===== src/rtl/multi_cycle_processor.sv =====
// rtl/multi_cycle_processor.sv - multi-cycle RV-style integer core, FETCH/DECODE/EXECUTE/WRITEBACK FSM
// Optional retired-instruction counter and port: define MCP_PERF_CNT_EN.
module multi_cycle_processor #(
    parameter int              XLEN      = 32,
    parameter int              REG_COUNT = 32,
    parameter logic [XLEN-1:0] PC_RESET  = '0
) (
    input  logic            clk,
    input  logic            reset,
    output logic            komut_req,
    output logic [XLEN-1:0] pc,
    input  logic [31:0]     komut,
    input  logic            komut_valid,
    output logic            hata
`ifdef MCP_PERF_CNT_EN
    ,
    output logic [31:0]     retired
`endif
);
    localparam int RW = $clog2(REG_COUNT);
    localparam int SW = $clog2(XLEN);

    localparam logic [6:0] OP_REG = 7'b0110011;
    localparam logic [6:0] OP_IMM = 7'b0010011;
    localparam logic [6:0] OP_LUI = 7'b0110111;
    localparam logic [6:0] OP_JAL = 7'b1101111;
    localparam logic [6:0] OP_BR  = 7'b1100011;

    typedef enum logic [2:0] {
        S_FETCH,
        S_DECODE,
        S_EXECUTE,
        S_WB,
        S_HATA
    } state_t;

    state_t          state;
    logic [31:0]     ir;
    logic [XLEN-1:0] rf [REG_COUNT];
    logic [XLEN-1:0] op_a;
    logic [XLEN-1:0] op_b;
    logic [XLEN-1:0] result;
    logic [XLEN-1:0] npc;

    logic [6:0] opcode;
    logic [4:0] rd;
    logic [4:0] rs1;
    logic [4:0] rs2;
    logic [3:0] func;

    assign opcode = ir[6:0];
    assign rd     = ir[11:7];
    assign rs1    = ir[19:15];
    assign rs2    = ir[24:20];
    assign func   = {ir[30], ir[14:12]};

    assign komut_req = reset && (state == S_FETCH);
    assign hata      = (state == S_HATA);

    function automatic logic [XLEN-1:0] sext(input logic [31:0] v);
        return XLEN'($signed(v));
    endfunction

    function automatic logic [XLEN-1:0] read_reg(input logic [4:0] idx);
        if (idx == 5'd0 || 32'(idx) >= REG_COUNT)
            return '0;
        return rf[idx[RW-1:0]];
    endfunction

    logic [XLEN-1:0] imm;
    logic            op_ok;
    logic            uses_rd;
    logic            uses_rs1;
    logic            uses_rs2;
    logic            reg_err;

    always_comb begin
        imm      = '0;
        op_ok    = 1'b0;
        uses_rd  = 1'b0;
        uses_rs1 = 1'b0;
        uses_rs2 = 1'b0;
        case (opcode)
            OP_REG: begin
                uses_rd  = 1'b1;
                uses_rs1 = 1'b1;
                uses_rs2 = 1'b1;
                case (func)
                    4'b0000, 4'b1000, 4'b0001, 4'b0010, 4'b0011,
                    4'b0100, 4'b0101, 4'b1101, 4'b0110, 4'b0111: op_ok = 1'b1;
                    default: op_ok = 1'b0;
                endcase
            end
            OP_IMM: begin
                uses_rd  = 1'b1;
                uses_rs1 = 1'b1;
                imm      = sext({{20{ir[31]}}, ir[31:20]});
                // bit 30 only selects an operation for the shifts; SLLI has no arithmetic form
                op_ok    = !(func == 4'b1001);
            end
            OP_LUI: begin
                uses_rd = 1'b1;
                imm     = sext({ir[31:12], 12'b0});
                op_ok   = 1'b1;
            end
            OP_JAL: begin
                uses_rd = 1'b1;
                imm     = sext({{11{ir[31]}}, ir[31], ir[19:12], ir[20], ir[30:21], 1'b0});
                op_ok   = 1'b1;
            end
            OP_BR: begin
                uses_rs1 = 1'b1;
                uses_rs2 = 1'b1;
                imm      = sext({{19{ir[31]}}, ir[31], ir[7], ir[30:25], ir[11:8], 1'b0});
                op_ok    = (ir[14:13] == 2'b00);
            end
            default: op_ok = 1'b0;
        endcase
        reg_err = (uses_rd  && 32'(rd)  >= REG_COUNT) ||
                  (uses_rs1 && 32'(rs1) >= REG_COUNT) ||
                  (uses_rs2 && 32'(rs2) >= REG_COUNT);
    end

    logic [XLEN-1:0] b_val;
    logic [SW-1:0]   shamt;
    logic [XLEN-1:0] alu;
    logic            taken;
    logic [XLEN-1:0] target;
    logic [XLEN-1:0] next_pc;
    logic            exec_err;

    always_comb begin
        b_val = (opcode == OP_REG) ? op_b : imm;
        shamt = b_val[SW-1:0];
        alu   = '0;
        case (opcode)
            OP_REG, OP_IMM: begin
                case (func[2:0])
                    3'b000:  alu = (opcode == OP_REG && func[3]) ? op_a - b_val : op_a + b_val;
                    3'b001:  alu = op_a << shamt;
                    3'b010:  alu = {{(XLEN-1){1'b0}}, $signed(op_a) < $signed(b_val)};
                    3'b011:  alu = {{(XLEN-1){1'b0}}, op_a < b_val};
                    3'b100:  alu = op_a ^ b_val;
                    3'b101:  alu = func[3] ? XLEN'($signed(op_a) >>> shamt) : op_a >> shamt;
                    3'b110:  alu = op_a | b_val;
                    default: alu = op_a & b_val;
                endcase
            end
            OP_LUI:  alu = imm;
            OP_JAL:  alu = pc + XLEN'(4);
            default: alu = '0;
        endcase
        taken    = (opcode == OP_JAL) ||
                   (opcode == OP_BR && (ir[12] ? (op_a != op_b) : (op_a == op_b)));
        target   = pc + imm;
        next_pc  = taken ? target : pc + XLEN'(4);
        exec_err = !op_ok || reg_err || (taken && target[1:0] != 2'b00);
    end

    always_ff @(posedge clk) begin
        if (!reset) begin
            state  <= S_FETCH;
            pc     <= PC_RESET;
            ir     <= '0;
            op_a   <= '0;
            op_b   <= '0;
            result <= '0;
            npc    <= '0;
            for (int i = 0; i < REG_COUNT; i++)
                rf[i] <= '0;
`ifdef MCP_PERF_CNT_EN
            retired <= '0;
`endif
        end else begin
            case (state)
                S_FETCH: begin
                    if (komut_valid) begin
                        ir    <= komut;
                        state <= S_DECODE;
                    end
                end
                S_DECODE: begin
                    op_a  <= read_reg(rs1);
                    op_b  <= read_reg(rs2);
                    state <= S_EXECUTE;
                end
                S_EXECUTE: begin
                    if (exec_err) begin
                        state <= S_HATA;
                    end else begin
                        result <= alu;
                        npc    <= next_pc;
                        state  <= S_WB;
                    end
                end
                S_WB: begin
                    if (uses_rd && rd != 5'd0)
                        rf[rd[RW-1:0]] <= result;
                    pc    <= npc;
`ifdef MCP_PERF_CNT_EN
                    retired <= retired + 32'd1;
`endif
                    state <= S_FETCH;
                end
                default: state <= S_HATA;
            endcase
        end
    end
endmodule


===== config.mk =====
export PLATFORM = sky130hd
export DESIGN_NAME = multi_cycle_processor
export DESIGN_NICKNAME = d
export VERILOG_FILES = /design/src/rtl/multi_cycle_processor.sv
export SDC_FILE = /design/constraint.sdc
export NUM_CORES = 2
export LEC_CHECK = 0
export ABC_AREA = 1
export CORE_MARGIN = 4
export CORE_UTILIZATION = 40
export DETAILED_ROUTE_END_ITERATION = 10
export DONT_BUFFER_PORTS = 1
export GPL_ROUTABILITY_DRIVEN = 0
export PLACE_DENSITY_LB_ADDON = 0.1
export SYNTH_ARGS = -nofsm -noshare
export SYNTH_HDL_FRONTEND = slang
export SYNTH_SLANG_ARGS = --single-unit

===== constraint.sdc =====
create_clock -name clk -period 5.6 [get_ports clk]
set_clock_uncertainty 0.1 [all_clocks]
set_input_delay 1.68 -clock clk [delete_from_list [all_inputs] [get_ports clk]]
set_output_delay 1.68 -clock clk [all_outputs]
set_load 0.05 [all_outputs]

==> results.txt <==
Core area - 183000 um2
Adder-Cell Fraction of Synth Area - 2.13%
Max cap viols - 0
Post-synthesis mux area share - 3.62%
Syn Inst Count - 8874
Count of cell types in the netlist - 69
DP HPWL - 218000 um
1st-iter DRT viols - 10600
Critical Path Start Type - register
Commonest non-fill, non-tap cell in the layout - nand2_1
Final nets - 8687
Vias - 70500
Post_cts resized - 0
Largest net degree at the start of global routing - 147
Combinational family with the most area after synthesis - simple AND/OR/NAND/NOR gates
Worst setup EP type - register
Die extent in y - 437 um
Slew headroom - 17.8%
H-tree depth - 4
Simple-Gate Fraction of Synth Area - 21.3%
Max Fanout on Critical Path - 24
Unrepaired setup endpoints after global routing - false
Synth Flop Type - edfxtp_1
Root buffer cell - clkbuf_16
P_sw - 8260 uW
Worst-path clk slew - 0.06 ns
Synth Area in XOR/XNOR - 0.965%
Flops & latches, synth - 1230
Total track usage - 34.3%
CP Data Arrival Time - 5.52 ns
Mapped Area - 73500 um2
Starting Density - 40.2%
Die W - 437 um
Top sig layer - met5
Final Hold Fails - 0
Vias in the first global route - 65300
# hold bufs at CTS - 0
First-pass iteration count of the detailed router - 10
Layout cells sized above 1 - 6.72%
Fmax - 201 MHz
Top-level I/O count - 69
Fin util - 44.1%
CP peak stage delay - 0.69 ns
First-pass GRT wire length - 477000 um
CP max-delay cell - inv_1
Pint - 16800 uW
Setup TNS - 0 ns
Worst skew pair latency - 0.83 ns
Antenna Nets Post-Route - 0
Setup violations, final - 0
Routed WL - 339000 um
Drt drc - 0
Total CTS buffers - 145
Clock power share - 36.7%
Logic pwr share - 20.5%
Die area - 191000 um2
Avg WL per Cell - 30.5 um
Port bufs - 0
Pwr/cell area - 310 nW/um2
Crit path time final - 4.97 ns
Met3 WL - 40300 um
Setup Crit Path Kind - reg -> reg
Postcts setup bufs - 0
Pins over their slew limit - 0
Clk buf depth - 3
Max IR drop VDD - 0.329 mV
Tcrit/Tclk final - 88.7%
Sw frac - 33.0%
Most frequent CP cell - nand2_1
Sequential power share - 42.8%
Post-synthesis compound-gate area fraction - 18.4%
Yosys top cell area share - 41.8%
Area delta synth->final - 9.65%
Min-delay worst type - reg -> reg
Post-synth EDFFs - 1024
Req. time, crit path - 6.15 ns
Sequential-to-total area share from yosys stat - 47.4%
GR Overflow Total - 0
Warnings, synthesis - 0
Via/cell ratio - 6.34
# clock sinks - 1230
Most frequent cells in the layout - nand2_1, nor2_1, edfxtp_1, a21oi_1, o21ai_0
Initial antenna violation count - 26
Syn_area_per_cell - 8.28 um2
Met2 Wirelength - 142000 um
Metal-1 WL - 131000 um
Least-Margin Pin Slew - 1.23 ns
Lkg Pwr - 0.0280 uW
CTS tree - done
Std cell rows - 157
Async SR Flop Fraction - 0%
Status - finished, final reports clean
Synth area leaders - edfxtp_1, nand2_1, nor2_1
Cell taking the most area after synthesis - edfxtp_1
==> worst max-delay path: cells and delay by family (launching register included) <==
kind	cells	cell delay [ns]
AO/OA/AOI/OAI	4	0.70
adder cells (fa/ha/maj)	1	0.40
AND/OR/NAND/NOR	19	2.51
flip-flops	1	0.32
buffers and inverters	2	0.77
==> cell usage after synthesis (4+ instances only) <==
library cell and number:
clkinv_1 9, a21oi_1 631, nor4_1 6, clkbuf_1 671
nor2_2 6, a31oi_1 20, buf_6 5, ha_1 122
a211oi_1 15, nand4_1 38, inv_1 393, o221ai_1 265
dfxtp_1 206, nand2_1 1704, nor3_1 50, or2_2 8
nor2_1 1566, nand3_2 5, a32oi_1 256, or2_1 4
nand2_2 12, xor2_1 50, a311oi_1 4, buf_1 42
buf_4 6, nor3_2 10, o22ai_1 9, nand3_1 454
o2111ai_1 15, a21o_1 4, inv_2 18, o21ai_0 512
edfxtp_1 1024, buf_2 36, o21ai_1 42, nand2_4 4
mux2i_1 266, o211ai_1 295, xnor2_1 31, o21a_1 13
==> power by group through the flow <==
stage                     sequential, uW  clock (uW)  combinational (uW)
final                              10700        9180                5130
after global routing               10700        9660                5340
after CTS                          10700        9290                4880
after detailed placement           10900           0                4860
after global placement             10900           0                4830
after floorplan                    10600           0                3010
==> final timing paths <==
check / from / endpoint / slack, ns / cells after the start
setup / recovery: ir[1] / result[30] / 0.63 / 26
hold / removal: npc[17] / npc[17] / 0.36 / 2
hold reg to reg: npc[17] / npc[17] / 0.36 / 2
setup reg to reg: ir[1] / result[30] / 0.63 / 26
==> state kept, by name (all words and copies together) (netlist names), named ones only <==
register,count
result,32
npc,32
ir,32
state,3
rf,1024
op_a,32
op_b,32
pc,32
==> layout make-up <==
cell class                 count  area [um2]
tap                         2464        3080
multi-input combinational   6494       34400
clock inverter                73         591
antenna                       11        27.5
fill                       17800      102000
clock buffer                 186        3870
timing repair buffer         236        2160
sequential                  1230       34900
inverter                     421        1600
==> cell families after synthesis <==
kind of cell,after synthesis
adder cells (fa/ha/maj),124
XOR/XNOR,81
AND/OR/NAND/NOR,3886
other,1
AO/OA/AOI/OAI,2105
buffers and inverters,1181
multiplexers,266
flip-flops,1230
==> per-stage QoR <==
stage	hold WS (ns)	total power [uW]	instance area [um2]	std cells	setup slack (ns)
after floorplan	0.342	13600	73600	8905	0.469
after global placement	0.352	15700	76100	10800	0.925
after detailed placement	0.353	15700	76100	10800	0.936
after CTS	0.362	24800	80600	11100	0.914
after global routing	0.378	25700	80600	11100	0.366
final	0.361	25000	80600	11100	0.633
==> routing by layer <==
metal,vias to the layer above,global-route usage [%]
li1,30600,-
met1,34100,45.0
met2,4804,49.6
met3,978,9.14
met4,12,22.6
met5,-,0
No activity file was read; power rests on OpenSTA's default activity.
